[src/rtl/vram_arbiter.sv]
// vram_arbiter
// Shares one single-port 16 KiB x 8 video RAM between the 6502 bus interface
// (CPU port) and the scan-out pixel fetcher (video port), one access per clock.
// Video wins by default; a starvation counter forces a CPU slot once a pending
// CPU access has lost MAX_WAIT consecutive cycles.
//
// Ports:
//   clock, reset            system clock, synchronous active-high reset
//   cpu_req/we/addr/wdata   CPU request (level, held until cpu_ack)
//   cpu_ack, cpu_rdata      one-cycle completion pulse, read data
//   vid_req, vid_addr       video read request, evaluated every cycle
//   vid_grant               combinational accept of this cycle's vid_req
//   vid_valid, vid_data     video read return, 3 cycles after grant
//   vram_we/addr/din        registered drive to the RAM
//   vram_dout               RAM synchronous read data
module vram_arbiter #(
    parameter int MAX_WAIT = 7,
    parameter int ADDR_W   = 14
) (
    input  logic              clock,
    input  logic              reset,
    input  logic              cpu_req,
    input  logic              cpu_we,
    input  logic [ADDR_W-1:0] cpu_addr,
    input  logic [7:0]        cpu_wdata,
    output logic              cpu_ack,
    output logic [7:0]        cpu_rdata,
    input  logic              vid_req,
    input  logic [ADDR_W-1:0] vid_addr,
    output logic              vid_grant,
    output logic              vid_valid,
    output logic [7:0]        vid_data,
    output logic              vram_we,
    output logic [ADDR_W-1:0] vram_addr,
    output logic [7:0]        vram_din,
    input  logic [7:0]        vram_dout
);

    localparam logic [2:0] C_IDLE = 3'd0;
    localparam logic [2:0] C_PEND = 3'd1;
    localparam logic [2:0] C_RD1  = 3'd2;
    localparam logic [2:0] C_RD2  = 3'd3;
    localparam logic [2:0] C_ACK  = 3'd4;

    logic [2:0]        cstate_r;
    logic              lat_we_r;
    logic [ADDR_W-1:0] lat_addr_r;
    logic [7:0]        lat_wdata_r;
    logic [3:0]        wait_cnt_r;

    logic              cpu_ack_r;
    logic [7:0]        cpu_rdata_r;
    logic              vid_valid_r;
    logic [7:0]        vid_data_r;
    logic              vram_we_r;
    logic [ADDR_W-1:0] vram_addr_r;
    logic [7:0]        vram_din_r;

    // Read pipeline tags: [0] = RAM address stage, [1] = RAM data stage.
    // rd_cpu_r marks reads owned by the CPU so returned data is routed correctly.
    logic [1:0]        rd_vld_r;
    logic [1:0]        rd_cpu_r;

    logic              pend_s;
    logic              forced_s;
    logic              cpu_grant_s;
    logic              vid_grant_s;

    assign pend_s   = (cstate_r == C_PEND);
    assign forced_s = pend_s && (wait_cnt_r == 4'(MAX_WAIT));

    // Per-cycle grant priority: forced CPU, then video, then normal CPU.
    always_comb begin
        cpu_grant_s = 1'b0;
        vid_grant_s = 1'b0;
        if (forced_s) begin
            cpu_grant_s = 1'b1;
        end else if (vid_req) begin
            vid_grant_s = 1'b1;
        end else if (pend_s) begin
            cpu_grant_s = 1'b1;
        end else begin
            cpu_grant_s = 1'b0;
            vid_grant_s = 1'b0;
        end
    end

    // CPU request FSM; the latched request completes even if cpu_req drops.
    always_ff @(posedge clock) begin
        if (reset) begin
            cstate_r    <= C_IDLE;
            lat_we_r    <= 1'b0;
            lat_addr_r  <= '0;
            lat_wdata_r <= 8'h00;
        end else begin
            case (cstate_r)
                C_IDLE: begin
                    if (cpu_req && !cpu_ack_r) begin
                        lat_we_r    <= cpu_we;
                        lat_addr_r  <= cpu_addr;
                        lat_wdata_r <= cpu_wdata;
                        cstate_r    <= C_PEND;
                    end
                end
                C_PEND: begin
                    if (cpu_grant_s) begin
                        cstate_r <= lat_we_r ? C_ACK : C_RD1;
                    end
                end
                C_RD1:   cstate_r <= C_RD2;
                C_RD2:   cstate_r <= C_ACK;
                C_ACK:   cstate_r <= C_IDLE;
                default: cstate_r <= C_IDLE;
            endcase
        end
    end

    // Starvation counter: counts cycles a pending CPU access loses to video.
    always_ff @(posedge clock) begin
        if (reset) begin
            wait_cnt_r <= 4'd0;
        end else if (!pend_s || cpu_grant_s) begin
            wait_cnt_r <= 4'd0;
        end else if (vid_grant_s && (wait_cnt_r != 4'(MAX_WAIT))) begin
            wait_cnt_r <= wait_cnt_r + 4'd1;
        end
    end

    // RAM drive registers loaded at the granting edge; idle cycles hold address.
    always_ff @(posedge clock) begin
        if (reset) begin
            vram_we_r   <= 1'b0;
            vram_addr_r <= '0;
            vram_din_r  <= 8'h00;
        end else if (cpu_grant_s) begin
            vram_we_r   <= lat_we_r;
            vram_addr_r <= lat_addr_r;
            if (lat_we_r) begin
                vram_din_r <= lat_wdata_r;
            end
        end else if (vid_grant_s) begin
            vram_we_r   <= 1'b0;
            vram_addr_r <= vid_addr;
        end else begin
            vram_we_r   <= 1'b0;
        end
    end

    // Owner-tag pipeline that follows each read through the RAM latency.
    always_ff @(posedge clock) begin
        if (reset) begin
            rd_vld_r <= 2'b00;
            rd_cpu_r <= 2'b00;
        end else begin
            rd_vld_r <= {rd_vld_r[0], vid_grant_s | (cpu_grant_s & ~lat_we_r)};
            rd_cpu_r <= {rd_cpu_r[0], cpu_grant_s};
        end
    end

    // Return path: capture RAM data for the tagged owner, plus CPU write acks.
    always_ff @(posedge clock) begin
        if (reset) begin
            cpu_ack_r   <= 1'b0;
            cpu_rdata_r <= 8'h00;
            vid_valid_r <= 1'b0;
            vid_data_r  <= 8'h00;
        end else begin
            cpu_ack_r   <= (cpu_grant_s & lat_we_r) | (rd_vld_r[1] & rd_cpu_r[1]);
            vid_valid_r <= rd_vld_r[1] & ~rd_cpu_r[1];
            if (rd_vld_r[1] && rd_cpu_r[1]) begin
                cpu_rdata_r <= vram_dout;
            end
            if (rd_vld_r[1] && !rd_cpu_r[1]) begin
                vid_data_r <= vram_dout;
            end
        end
    end

    assign cpu_ack   = cpu_ack_r;
    assign cpu_rdata = cpu_rdata_r;
    assign vid_grant = vid_grant_s;
    assign vid_valid = vid_valid_r;
    assign vid_data  = vid_data_r;
    assign vram_we   = vram_we_r;
    assign vram_addr = vram_addr_r;
    assign vram_din  = vram_din_r;

endmodule

[config.mk]
export PLATFORM = sky130hd
export DESIGN_NAME = vram_arbiter
export DESIGN_NICKNAME = d
export VERILOG_FILES = /design/src/rtl/vram_arbiter.sv
export SDC_FILE = /design/constraint.sdc
export NUM_CORES = 1
export LEC_CHECK = 0
export CAP_MARGIN = 20
export CORE_ASPECT_RATIO = 2
export CORE_MARGIN = 4
export CORE_UTILIZATION = 60
export DETAILED_ROUTE_END_ITERATION = 6
export DONT_BUFFER_PORTS = 1
export PLACE_DENSITY = 0.85
export SETUP_SLACK_MARGIN = 0.05
export SLEW_MARGIN = 15
export SYNTH_ARGS = -nofsm -noshare
export SYNTH_HDL_FRONTEND = slang
export SYNTH_SLANG_ARGS = --single-unit
[constraint.sdc]
create_clock -name clock -period 2.9 [get_ports clock]
set_clock_uncertainty 0.2 [all_clocks]
set_input_delay 0.58 -clock clock [delete_from_list [all_inputs] [get_ports clock]]
set_output_delay 0.58 -clock clock [all_outputs]
set_load 0.05 [all_outputs]
# Word level (Yosys, flattened, before mapping)
# Cells that the tools add are included.
# op_classes
addsub,1
n_eq_ne,7
n_mux,11
bitwise,9
reduce_logical,16
# ops
operator,n
14-bit two-way mux,2
3-bit one-hot mux with 4 select lines,1
3-bit two-way mux,3
"3-bit by 2-bit equality test with 1-bit output, second input constant",2
2-bit AND reduction,3
1-bit logical AND,5
1-bit two-way mux,5
"4-bit by 1-bit adder with 4-bit output, second input constant",1
1-bit AND,4
"4-bit by 3-bit equality test with 1-bit output, second input constant",1
"4-bit by 3-bit inequality test with 1-bit output, second input constant",1
2-bit OR reduction,2
"3-bit by 1-bit equality test with 1-bit output, second input constant",1
1-bit zero test,3
3-bit zero test,1
1-bit NOT,3
"2-bit by 1-bit inequality test with 1-bit output, second input constant",1
"2-bit inequality test, second input constant",1
1-bit bitwise OR,2
2-bit nonzero test,1
1-bit logical OR,1
# word_totals
reg_bits,75
in_bits,49
out_inout_bits,42
word_cells,58

# Depth between registers and ports, before layout
# Gate-level depths: netlist (run 1).
# depth
ltp_word,6
ltp_mapped,6
depth_no_buf,4

# Worst setup path before layout (run 1)
# No wires, ideal clock.
# synth_path
path_type,reg-to-output
startpoint,reg cstate_r[1]
endpoint,out vid_grant
arrival_time_ns,1.396
required_ns,2.120
setup_slack_ns,0.724
path_stages_with_launch,6
path_buffers,2
cell_sequence,dfxtp_1 -> buf_6 -> or3b_4 -> o21ai_2 -> buf_4 -> inv_1
# synth_between
elab_chain_len,3
# synth_rtl
item,line,source
start: declaration,45,logic [2:0] cstate_r;
start signal: assignment,107,cstate_r <= lat_we_r ? C_ACK : C_RD1;
3-bit by 1-bit equality test with 1-bit output,69,assign pend_s = (cstate_r == C_PEND);
1-bit logical AND,70,assign forced_s = pend_s && (wait_cnt_r == 4'(MAX_WAIT));
1-bit two-way mux,76,if (forced_s) begin
end: declaration,30,"output logic vid_grant,"
# No other way between the ends.

# Worst setup path after layout (run 1)
# Ends and elaborated chain as after synthesis.

==> summary.txt, run 1 <==
Cells and area
  – P&R area growth vs syn: 6.87%
  – Utilization after layout: 65.8%
  – Commonest non-fill, non-tap cell in the layout: dfxtp_1
  – Most frequent cells in the layout: 75 x dfxtp_1, 56 x a21oi_1, 32 x nand3_1, 26 x nand2_1, 20 x o21ai_0
  – Total Nets Final: 371
  – # diodes: 0
  – Filler cells: 403
  – Layout cell share with drive strength beyond 1: 11.7%

Logic synthesis
  – Post-Syn Instances: 333
  – Synthesized flop and latch total: 75
  – Area share of the largest cell type after synthesis: 50.6%
  – Ranking of synthesized cells by area: dfxtp_1 51%, a21oi_1 9.4%, nand3_1 5.4%
  – Mapped Area: 2970 um2
  – Syn Nets: 383
  – Main synth FF type: dfxtp_1
  – FFs w/ async S/R, synth: 0%
  – Sequential share of the synthesized area: 50.6%
  – Unique masters post-synth: 38
  – Yosys warns: 0
  – Post-synth EDFFs: 0
  – Post-Syn Area per Cell: 8.91 um2
  – Area leader, netlist: dfxtp_1

Global route
  – Total Routing Usage GR: 23.0%
  – Number of global-route vias before repair: 2,318
  – Largest net degree at the start of global routing: 80
  – First-pass GRT wire length: 10.9 mm
  – GRT overflow: 0
  – Initial antenna violation count: 0

Floorplanning
  – Row count: 36
  – Die Height: 107 um
  – Die ar.: 6200 um2
  – Initial core utilization: 61.6%
  – I/O pins: 91
  – Core ar.: 4820 um2
  – Die W: 57.7 um

Clocking
  – Setup Buffers After CTS: 0
  – H-tree depth: 3
  – CTS tree: built
  – Clk pin slew, worst setup/hold paths: 0.08 ns
  – Cts hold-fix bufs: 0
  – Clk_lat worst skew: 0.35 ns
  – Num CTS Buffers: 9
  – Root Driver: clkbuf_8
  – Clock Path Buffers: 2
  – Clock sinks: 75
  – CTS-repair resized insts: 0

Power
  – P_leak: 1.15 nW
  – Pwr Density: 713 nW/um2
  – VDD IR max: 0.000559 V
  – Pwr Total: 2.26 mW

Timing
  – Slew Viols, Final: 0
  – Fin crit share: 86.4%
  – TNS Setup: 0 ns
  – Slew @ Worst Pin: 1.10 ns
  – Post-layout minimum cycle time: 2.51 ns
  – Hold violation total from the final report: 0
  – Final setup fails: 0
  – FMAX: 0.399 GHz
  – Worst setup margin: 0.394 ns
  – Unrepaired setup endpoints after global routing: false
  – Slew HR: 26.4%

Setup path
  – Critical Path AT: 1.73 ns
  – CP endpoint kind: primary output
  – CP max FO: 20
  – Critical path class: reg2out
  – Setup crit start kind: flop
  – Worst EP required: 2.12 ns

Placement
  – GP Congestion: 0.802
  – HPWL after DPL: 4.73 mm
  – Post-Place Setup Slack: 0.727 ns
  – Port Buffers: 0

Run
  – Max-cap violation count: 0

Route
  – Final ANT Viol Nets: 0
  – Vias per inst: 6.13
  – Routed vias: 2,346
  – Residual DRC: 0
  – Routed wire length: 6.86 mm
  – Router iterations before antenna repair: 4
  – 1st-iter DRT viols: 147
  – Drt wl/cell: 17.9 um

Run status
  – Status: finished, final reports clean

Min path
  – Hold Path Class: in2reg
-- power by group --
| part | internal (mW) | leakage (nW) | total, mW | switching, mW |
|---|---|---|---|---|
| sequential | 1.09 | 0.613 | 1.22 | 0.131 |
| clock | 0.482 | 0.113 | 0.855 | 0.373 |
| combinational | 0.0797 | 0.423 | 0.190 | 0.110 |
-- cell families after synthesis --
| logic type | count (synthesis) | share of synthesized area, % |
|---|---|---|
| adders and majority gates | 1 | 0.422 |
| xor gates and xnor gates | 2 | 0.591 |
| DFF | 75 | 50.6 |
| buffers and inverters | 34 | 5.40 |
| AOI/OAI and AO/OA | 102 | 21.3 |
| muxes | 8 | 2.70 |
| and+or+nand+nor | 111 | 19.0 |
-- final timing paths --
kind	startpoint	to	slack, ns	depth (start not counted)
hold / removal	reset	lat_wdata_r[2]$_SDFFE_PP0P_	0.09	1
hold reg to reg	rd_cpu_r[0]$_SDFF_PP0_	rd_cpu_r[1]$_SDFF_PP0_	0.24	1
setup / recovery	cstate_r[1]$_SDFFE_PP0P_	vid_grant	0.39	4
setup reg to reg	wait_cnt_r[0]$_SDFFE_PP0P_	vram_addr[8]$_SDFFE_PP0P_	0.64	4
-- synth_stat cells (all sizes together), types with 2 or more instances --
| library cell | number |
|---|---|
| xnor2 | 2 |
| nor3 | 2 |
| dfxtp | 75 |
| a21oi | 56 |
| and3 | 2 |
| o221a | 14 |
| nand3 | 32 |
| nor2 | 18 |
| o21ai | 25 |
| buf | 11 |
| nor2b | 5 |
| clkbuf | 19 |
| mux2i | 8 |
| nand2b | 17 |
| inv | 4 |
| nor4 | 2 |
| nand2 | 26 |
-- registers in the layout, indices dropped and copies added (netlist names), 2 cells and up --
name / cells
rd_cpu_r: 2
vram_addr: 14
cstate_r: 3
vid_data: 8
cpu_rdata: 8
lat_addr_r: 14
vram_din: 8
lat_wdata_r: 8
wait_cnt_r: 4
rd_vld_r: 2
-- area by class of cell --
class	instances	area, um2	share of cell area [%]
Sequential cell	75	1500	47.4
Multi-Input combinational cell	224	1310	41.4
Clock buffer	9	124	3.91
Clock inverter	7	92.6	2.92
Tap cell	57	71.3	2.25
Timing Repair Buffer	7	52.6	1.66
Inverter	4	15.0	0.474
-- metrics by stage --
stage,std cells,cell area (um2),hold slack (ns)
after floorplan,333,2970,0.214
after global placement,367,2950,0.216
after detailed placement,367,2950,0.225
after CTS,383,3170,0.0733
after global routing,383,3170,0.0802
final,383,3170,0.0892
-- critical path, cell delays in order, from the launching register on --
cell and delay, ns:
dfxtp_1 0.40, or3b_4 0.54, o21ai_2 0.19, inv_1 0.06
buf_4 0.18
-- metal layers --
layer  vias to the layer above  track usage, %  wire length [um]
met1                      1082            24.2              2370
met5                         -               0                 0
li1                       1148               -                 -
met3                         9            7.56               667
met4                         0            12.1               114
met2                       107            39.2              3710
No activity file was read; power rests on OpenSTA's default activity.
==> run 2, diff against run 1 <==
CORE_MARGIN = not set   (was 4)
==> run 2 against run 1 <==
Global-route usage grew 3.8 points; core utilization up 1.0 points; flip-flop and latch count unchanged; critical path depth stayed put; largest power group unchanged; register-to-register slack improved by 0.13 ns; non-clock buffer count unchanged; cell count fell by 0.52%; critical endpoint unchanged; sequential share of layout area rose by 0.62 points; sequential power hardly changed; clock power is 16% lower; worst setup slack lost 0.0086 ns; first-iteration DRC count fell by 42%.
==> summary.txt, run 2 (same netlist as run 1, synthesis figures left out) <==
Timing
  – Fin crit share: 86.7% (was 86.4%)
  – Slew Viols, Final: 0 (unchanged)
  – Unrepaired setup endpoints after global routing: false (unchanged)
  – Slew HR: 50.2% (was 26.4%)
  – Final setup fails: 0 (unchanged)
  – Hold violation total from the final report: 0 (unchanged)
  – TNS Setup: 0 ns (unchanged)
  – Post-layout minimum cycle time: 2.51 ns (about the same)
  – FMAX: 0.398 GHz (was 0.399 GHz)
  – Slew @ Worst Pin: 0.746 ns (was 1.10 ns)

Route
  – Final ANT Viol Nets: 0 (unchanged)
  – Routed wire length: 6.45 mm (was 6.86 mm)
  – Vias per inst: 6.28 (was 6.13)
  – Router iterations before antenna repair: 4 (unchanged)
  – 1st-iter DRT viols: 85 (was 147)
  – Drt wl/cell: 16.9 um (was 17.9 um)
  – Residual DRC: 0 (unchanged)
  – Routed vias: 2,391 (was 2,346)

Clocking
  – CTS-repair resized insts: 0 (unchanged)
  – Cts hold-fix bufs: 0 (unchanged)
  – Clk_lat worst skew: 0.36 ns (was 0.35 ns)
  – Clock sinks: 75 (unchanged)
  – Root Driver: clkbuf_8 (unchanged)
  – H-tree depth: 3 (unchanged)
  – Setup Buffers After CTS: 0 (unchanged)
  – Clk pin slew, worst setup/hold paths: 0.07 ns (was 0.08 ns)
  – Num CTS Buffers: 9 (unchanged)
  – CTS tree: built (unchanged)
  – Clock Path Buffers: 2 (unchanged)

Placement
  – HPWL after DPL: 4.43 mm (was 4.73 mm)
  – Port Buffers: 0 (unchanged)
  – GP Congestion: 0.835 (was 0.802)
  – Area after DPL: 2940 um2 (was 2950 um2)

Setup path
  – Cell family with most CP delay: simple AND/OR/NAND/NOR gates (unchanged)
  – Reg-to-reg startpoint: cpu_ack$_SDFF_PP0_ (was wait_cnt_r[0]$_SDFFE_PP0P_)
  – Reg2Reg Depth: 3 (was 4)
  – Worst EP required: 2.12 ns (about the same)
  – CP peak stage delay: 0.53 ns (was 0.54 ns)
  – CP bufs+invs: 2 (unchanged)
  – Reg-to-reg slack, setup: 0.77 ns (was 0.64 ns)
  – Setup crit start kind: flop (unchanged)
  – Levels on crit path: 4 (unchanged)
  – CP max FO: 20 (unchanged)
  – Crit. Startpoint: cstate_r[1]$_SDFFE_PP0P_ (unchanged)
  – Critical path class: reg2out (unchanged)
  – Crit-path cells: or3b_4, o21ai_2, inv_1, buf_4 (unchanged)
  – CP endpoint: vid_grant (unchanged)
  – Crit-path slowest cell: or3b_4 (unchanged)
  – Critical Path AT: 1.73 ns (about the same)
  – CP endpoint kind: primary output (unchanged)
  – R2r endpoint: lat_addr_r[6]$_SDFFE_PP0P_ (was vram_addr[8]$_SDFFE_PP0P_)

Floorplanning
  – Die W: 51.7 um (was 57.7 um)
  – Initial core utilization: 63.3% (was 61.6%)
  – Core ar.: 4690 um2 (was 4820 um2)
  – Row count: 35 (was 36)
  – Die Height: 101 um (was 107 um)
  – Die ar.: 5250 um2 (was 6200 um2)
  – I/O pins: 91 (unchanged)

Cells and area
  – Post-route cell area: 3130 um2 (was 3170 um2)
  – Most frequent cells in the layout: 75 x dfxtp_1, 56 x a21oi_1, 32 x nand3_1, 26 x nand2_1, 20 x o21ai_0 (unchanged)
  – Filler cells: 388 (was 403)
  – P&R area growth vs syn: 5.48% (was 6.87%)
  – Commonest non-fill, non-tap cell in the layout: dfxtp_1 (unchanged)
  – Multi-input logic area: 1310 um2 (unchanged)
  – Layout cell share with drive strength beyond 1: 11.7% (unchanged)
  – FF+latch area: 1500 um2 (unchanged)
  – Total Nets Final: 371 (unchanged)
  – # diodes: 0 (unchanged)

Global route
  – First-pass GRT wire length: 10.2 mm (was 10.9 mm)
  – Largest net degree at the start of global routing: 80 (unchanged)
  – Total Routing Usage GR: 26.8% (was 23.0%)
  – Initial antenna violation count: 0 (unchanged)
  – GRT overflow: 0 (unchanged)
  – Number of global-route vias before repair: 2,275 (was 2,318)

Power
  – P_leak: 1.13 nW (was 1.15 nW)
  – Pwr Density: 677 nW/um2 (was 713 nW/um2)
  – VDD IR max: 0.000656 V (was 0.000559 V)

Min path
  – Hold Path Class: in2reg (unchanged)

Run
  – Max-cap violation count: 0 (unchanged)

Run status
  – Status: finished, final reports clean (unchanged)
-- run 2: changes by cell type in the layout (fill, tap and decap cells not counted) --
cell	delta
clkinvlp_4	+1
inv_6	+1
clkbuf_8	+1
clkinv_4	-1
bufinv_16	-2
-- run 2: power by group --
part / leakage [nW] / switching [mW] / total (mW) / internal, mW
Sequential: 0.613 / 0.129 / 1.22 / 1.09
Clock: 0.0924 / 0.383 / 0.716 / 0.333
Combinational: 0.423 / 0.109 / 0.188 / 0.0791
-- run 2: layout make-up --
cell class / instances / area share, %
well taps: 55 / 2.20
multi-input cells: 224 / 42.0
repair buffers: 7 / 1.68
clock buffers: 10 / 4.40
flip-flops and latches: 75 / 48.0
inverters: 4 / 0.480
clock inverters: 6 / 1.28
-- run 2: worst min-delay path by stage --
stage	start	end	slack, ns	depth (start not counted)
3_5_place_dp	rd_cpu_r[0]$_SDFF_PP0_	rd_cpu_r[1]$_SDFF_PP0_	0.23	1
3_3_place_gp	rd_vld_r[0]$_SDFF_PP0_	rd_vld_r[1]$_SDFF_PP0_	0.22	1
2_1_floorplan	rd_cpu_r[0]$_SDFF_PP0_	rd_cpu_r[1]$_SDFF_PP0_	0.21	1
4_1_cts	reset	vid_data[4]$_SDFFE_PP0P_	0.08	1
6_report	reset	cpu_rdata[4]$_SDFFE_PP0P_	0.08	1
5_1_grt	reset	vid_data[2]$_SDFFE_PP0P_	0.07	1
-- run 2: worst register-to-register path: stages (launching register included) --
cell and delay [ns]:
dfxtp_1 0.52, or4b_1 0.90, o21ai_0 0.30, a21oi_1 0.10
-- run 2: routing by layer --
layer  routed length, um  global-route usage (%)  vias to the layer above
li1                    -                       -                     1154
met1                2270                    25.8                     1104
met5                   0                       0                        -
met3                 501                    7.96                       19
met2                3440                    46.5                      114
met4                 238                    19.3                        0
-- run 2: per-stage QoR --
| stage | power [mW] | worst slack (ns) | util [%] | instances | hold WS (ns) |
|---|---|---|---|---|---|
| after global placement | 1.42 | 0.757 | 62.8 | 364 | 0.215 |
| after detailed placement | 1.43 | 0.713 | 62.8 | 364 | 0.228 |
| after global routing | 2.21 | 0.298 | 66.8 | 381 | 0.0719 |
| after CTS | 2.13 | 0.381 | 66.6 | 380 | 0.0801 |
| final | 2.12 | 0.385 | 66.8 | 381 | 0.0838 |
| after floorplan | 1.40 | 0.724 | - | 333 | 0.214 |
==> run 3, diff against run 2 <==
CTS_BUF_LIST = sky130_fd_sc_hd__clkbuf_16   (was not set)
==> run 3 against run 2 <==
Count of clock-buffer cells in the layout fell by 1; register-to-register slack worse by 0.06 ns; cell count stayed put; critical path depth is the same; design area increased by 2.9%; non-clock buffer count unchanged; via count increased by 0.17%; global-route usage grew 0.54 points; critical endpoint unchanged; largest cell class unchanged.
==> summary.txt, run 3 (same netlist as run 1, synthesis figures left out) <==
Cells and area
  – Multi-input logic area: 1310 um2 (unchanged)
  – Post-route cell area: 3220 um2 (was 3130 um2)
  – Filler cells: 374 (was 388)
  – Layout cell share with drive strength beyond 1: 11.3% (was 11.7%)
  – Commonest non-fill, non-tap cell in the layout: dfxtp_1 (unchanged)
  – Total Nets Final: 371 (unchanged)
  – Most frequent cells in the layout: 75 x dfxtp_1, 56 x a21oi_1, 32 x nand3_1, 26 x nand2_1, 20 x o21ai_0 (unchanged)
  – P&R area growth vs syn: 8.56% (was 5.48%)
  – FF+latch area: 1500 um2 (unchanged)
  – Utilization after layout: 68.7% (was 66.8%)
  – Final non-filler cell total: 381 (unchanged)
  – # diodes: 0 (unchanged)

Global route
  – GRT met1 Usage: 25.6% (was 25.8%)
  – First-pass GRT wire length: 10.4 mm (was 10.2 mm)
  – Number of global-route vias before repair: 2,316 (was 2,275)
  – Initial antenna violation count: 0 (unchanged)
  – Largest net degree at the start of global routing: 80 (unchanged)
  – GRT met3 Usage: 9.31% (was 7.96%)
  – M2 GR Usage: 47.7% (was 46.5%)
  – Global-route layer with the greatest usage: met2 (unchanged)
  – GRT overflow: 0 (unchanged)
  – Total Routing Usage GR: 27.3% (was 26.8%)

Route
  – Vias per inst: 6.29 (was 6.28)
  – Router iterations before antenna repair: 4 (unchanged)
  – 1st-iter DRT viols: 87 (was 85)
  – Residual DRC: 0 (unchanged)
  – Final ANT Viol Nets: 0 (unchanged)
  – Routed vias: 2,395 (was 2,391)
  – Drt wl/cell: 17.6 um (was 16.9 um)
  – Routed wire length: 6.71 mm (was 6.45 mm)

Clocking
  – CTS tree: built (unchanged)
  – CTS-repair resized insts: 0 (unchanged)
  – Cts hold-fix bufs: 0 (unchanged)
  – Clock Path Buffers: 2 (unchanged)
  – Num CTS Buffers: 9 (unchanged)
  – Setup Buffers After CTS: 0 (unchanged)
  – Clk pin slew, worst setup/hold paths: 0.06 ns (was 0.07 ns)
  – Clock sinks: 75 (unchanged)
  – H-tree depth: 3 (unchanged)
  – Clk_lat worst skew: 0.33 ns (was 0.36 ns)
  – Root Driver: clkbuf_16 (was clkbuf_8)

Power
  – Switching share of power: 27.1% (was 29.3%)
  – Clock Power Share: 41.0% (was 33.8%)
  – VDD IR max: 0.000531 V (was 0.000656 V)
  – P_leak: 1.17 nW (was 1.13 nW)
  – Switching power: 0.646 mW (was 0.622 mW)
  – Comb power frac: 8.0% (was 8.9%)
  – Pwr Total: 2.39 mW (was 2.12 mW)
  – P_int: 1.74 mW (was 1.50 mW)
  – Sequential share of power: 51.0% (was 57.3%)
  – Pwr Density: 741 nW/um2 (was 677 nW/um2)

Timing
  – Hold violation total from the final report: 0 (unchanged)
  – TNS Setup: 0 ns (unchanged)
  – FMAX: 0.403 GHz (was 0.398 GHz)
  – Worst hold margin: 0.116 ns (was 0.0838 ns)
  – Slew HR: 49.1% (was 50.2%)
  – Slew Viols, Final: 0 (unchanged)
  – Post-layout minimum cycle time: 2.48 ns (was 2.51 ns)
  – Slew @ Worst Pin: 0.763 ns (was 0.746 ns)
  – Fin crit share: 85.6% (was 86.7%)
  – Worst setup margin: 0.418 ns (was 0.385 ns)
  – Final setup fails: 0 (unchanged)
  – Unrepaired setup endpoints after global routing: false (unchanged)

Placement
  – Area after DPL: 2940 um2 (unchanged)
  – Post-Place Setup Slack: 0.713 ns (unchanged)
  – Placed insts: 364 (unchanged)
  – GP Congestion: 0.835 (unchanged)
  – HPWL after DPL: 4.43 mm (unchanged)
  – Port Buffers: 0 (unchanged)

Run status
  – Status: finished, final reports clean (unchanged)

Setup path
  – Worst EP required: 2.12 ns (about the same)
  – Critical path class: reg2out (unchanged)
  – Setup crit start kind: flop (unchanged)
  – CP max FO: 20 (unchanged)
  – Reg-to-reg slack, setup: 0.71 ns (was 0.77 ns)
  – CP endpoint kind: primary output (unchanged)
  – Critical Path AT: 1.70 ns (was 1.73 ns)

Floorplanning
  – Row count: 35 (unchanged)
  – Die ar.: 5250 um2 (unchanged)
  – Die Height: 101 um (unchanged)
  – Die W: 51.7 um (unchanged)
  – I/O pins: 91 (unchanged)
  – Initial core utilization: 63.3% (unchanged)
  – Core ar.: 4690 um2 (unchanged)

Run
  – Max-cap violation count: 0 (unchanged)

Min path
  – Hold Path Class: in2reg (unchanged)
## run 3: changes by cell type in the layout (fill, tap and decap cells not counted)
| cell | before | now |
|---|---|---|
| clkbuf_16 | 0 | 9 |
| clkbuf_8 | 10 | 0 |
| clkinv_1 | 0 | 1 |
## run 3: power groups by stage
| stage | Sequential [mW] | Combinational, mW | Clock (mW) |
|---|---|---|---|
| after floorplan | 1.22 | 0.178 | 0 |
| after global placement | 1.24 | 0.180 | 0 |
| after detailed placement | 1.24 | 0.186 | 0 |
| after CTS | 1.22 | 0.189 | 0.997 |
| after global routing | 1.22 | 0.211 | 1.04 |
| final | 1.22 | 0.191 | 0.978 |
## run 3: worst paths after layout
kind                                               endpoint                     start  cells past startpoint
worst max register to register  lat_wdata_r[7]$_SDFFE_PP0P_        cpu_ack$_SDFF_PP0_                      3
worst min-delay path              cpu_rdata[4]$_SDFFE_PP0P_                     reset                      1
worst min register to register       rd_cpu_r[1]$_SDFF_PP0_    rd_cpu_r[0]$_SDFF_PP0_                      1
worst max-delay path                              vid_grant  cstate_r[1]$_SDFFE_PP0P_                      4
## run 3: cell type report
class / instances / area share (%)
Inverter: 4 / 0.466
Sequential cell: 75 / 46.6
Clock buffer: 9 / 6.99
Tap cell: 55 / 2.14
Multi-Input combinational cell: 224 / 40.8
Timing Repair Buffer: 7 / 1.63
Clock inverter: 7 / 1.36
## run 3: routing by layer
layer,share of wire [%],wire (um)
met3,7.7,514
met4,3.6,244
met2,54,3620
met1,35,2320
met5,0,0
## run 3: worst max-delay path, cell delays in order (launching register included)
cell and delay, ns:
dfxtp_1 0.39, or3b_4 0.53, o21ai_2 0.20, inv_1 0.06, buf_4 0.18
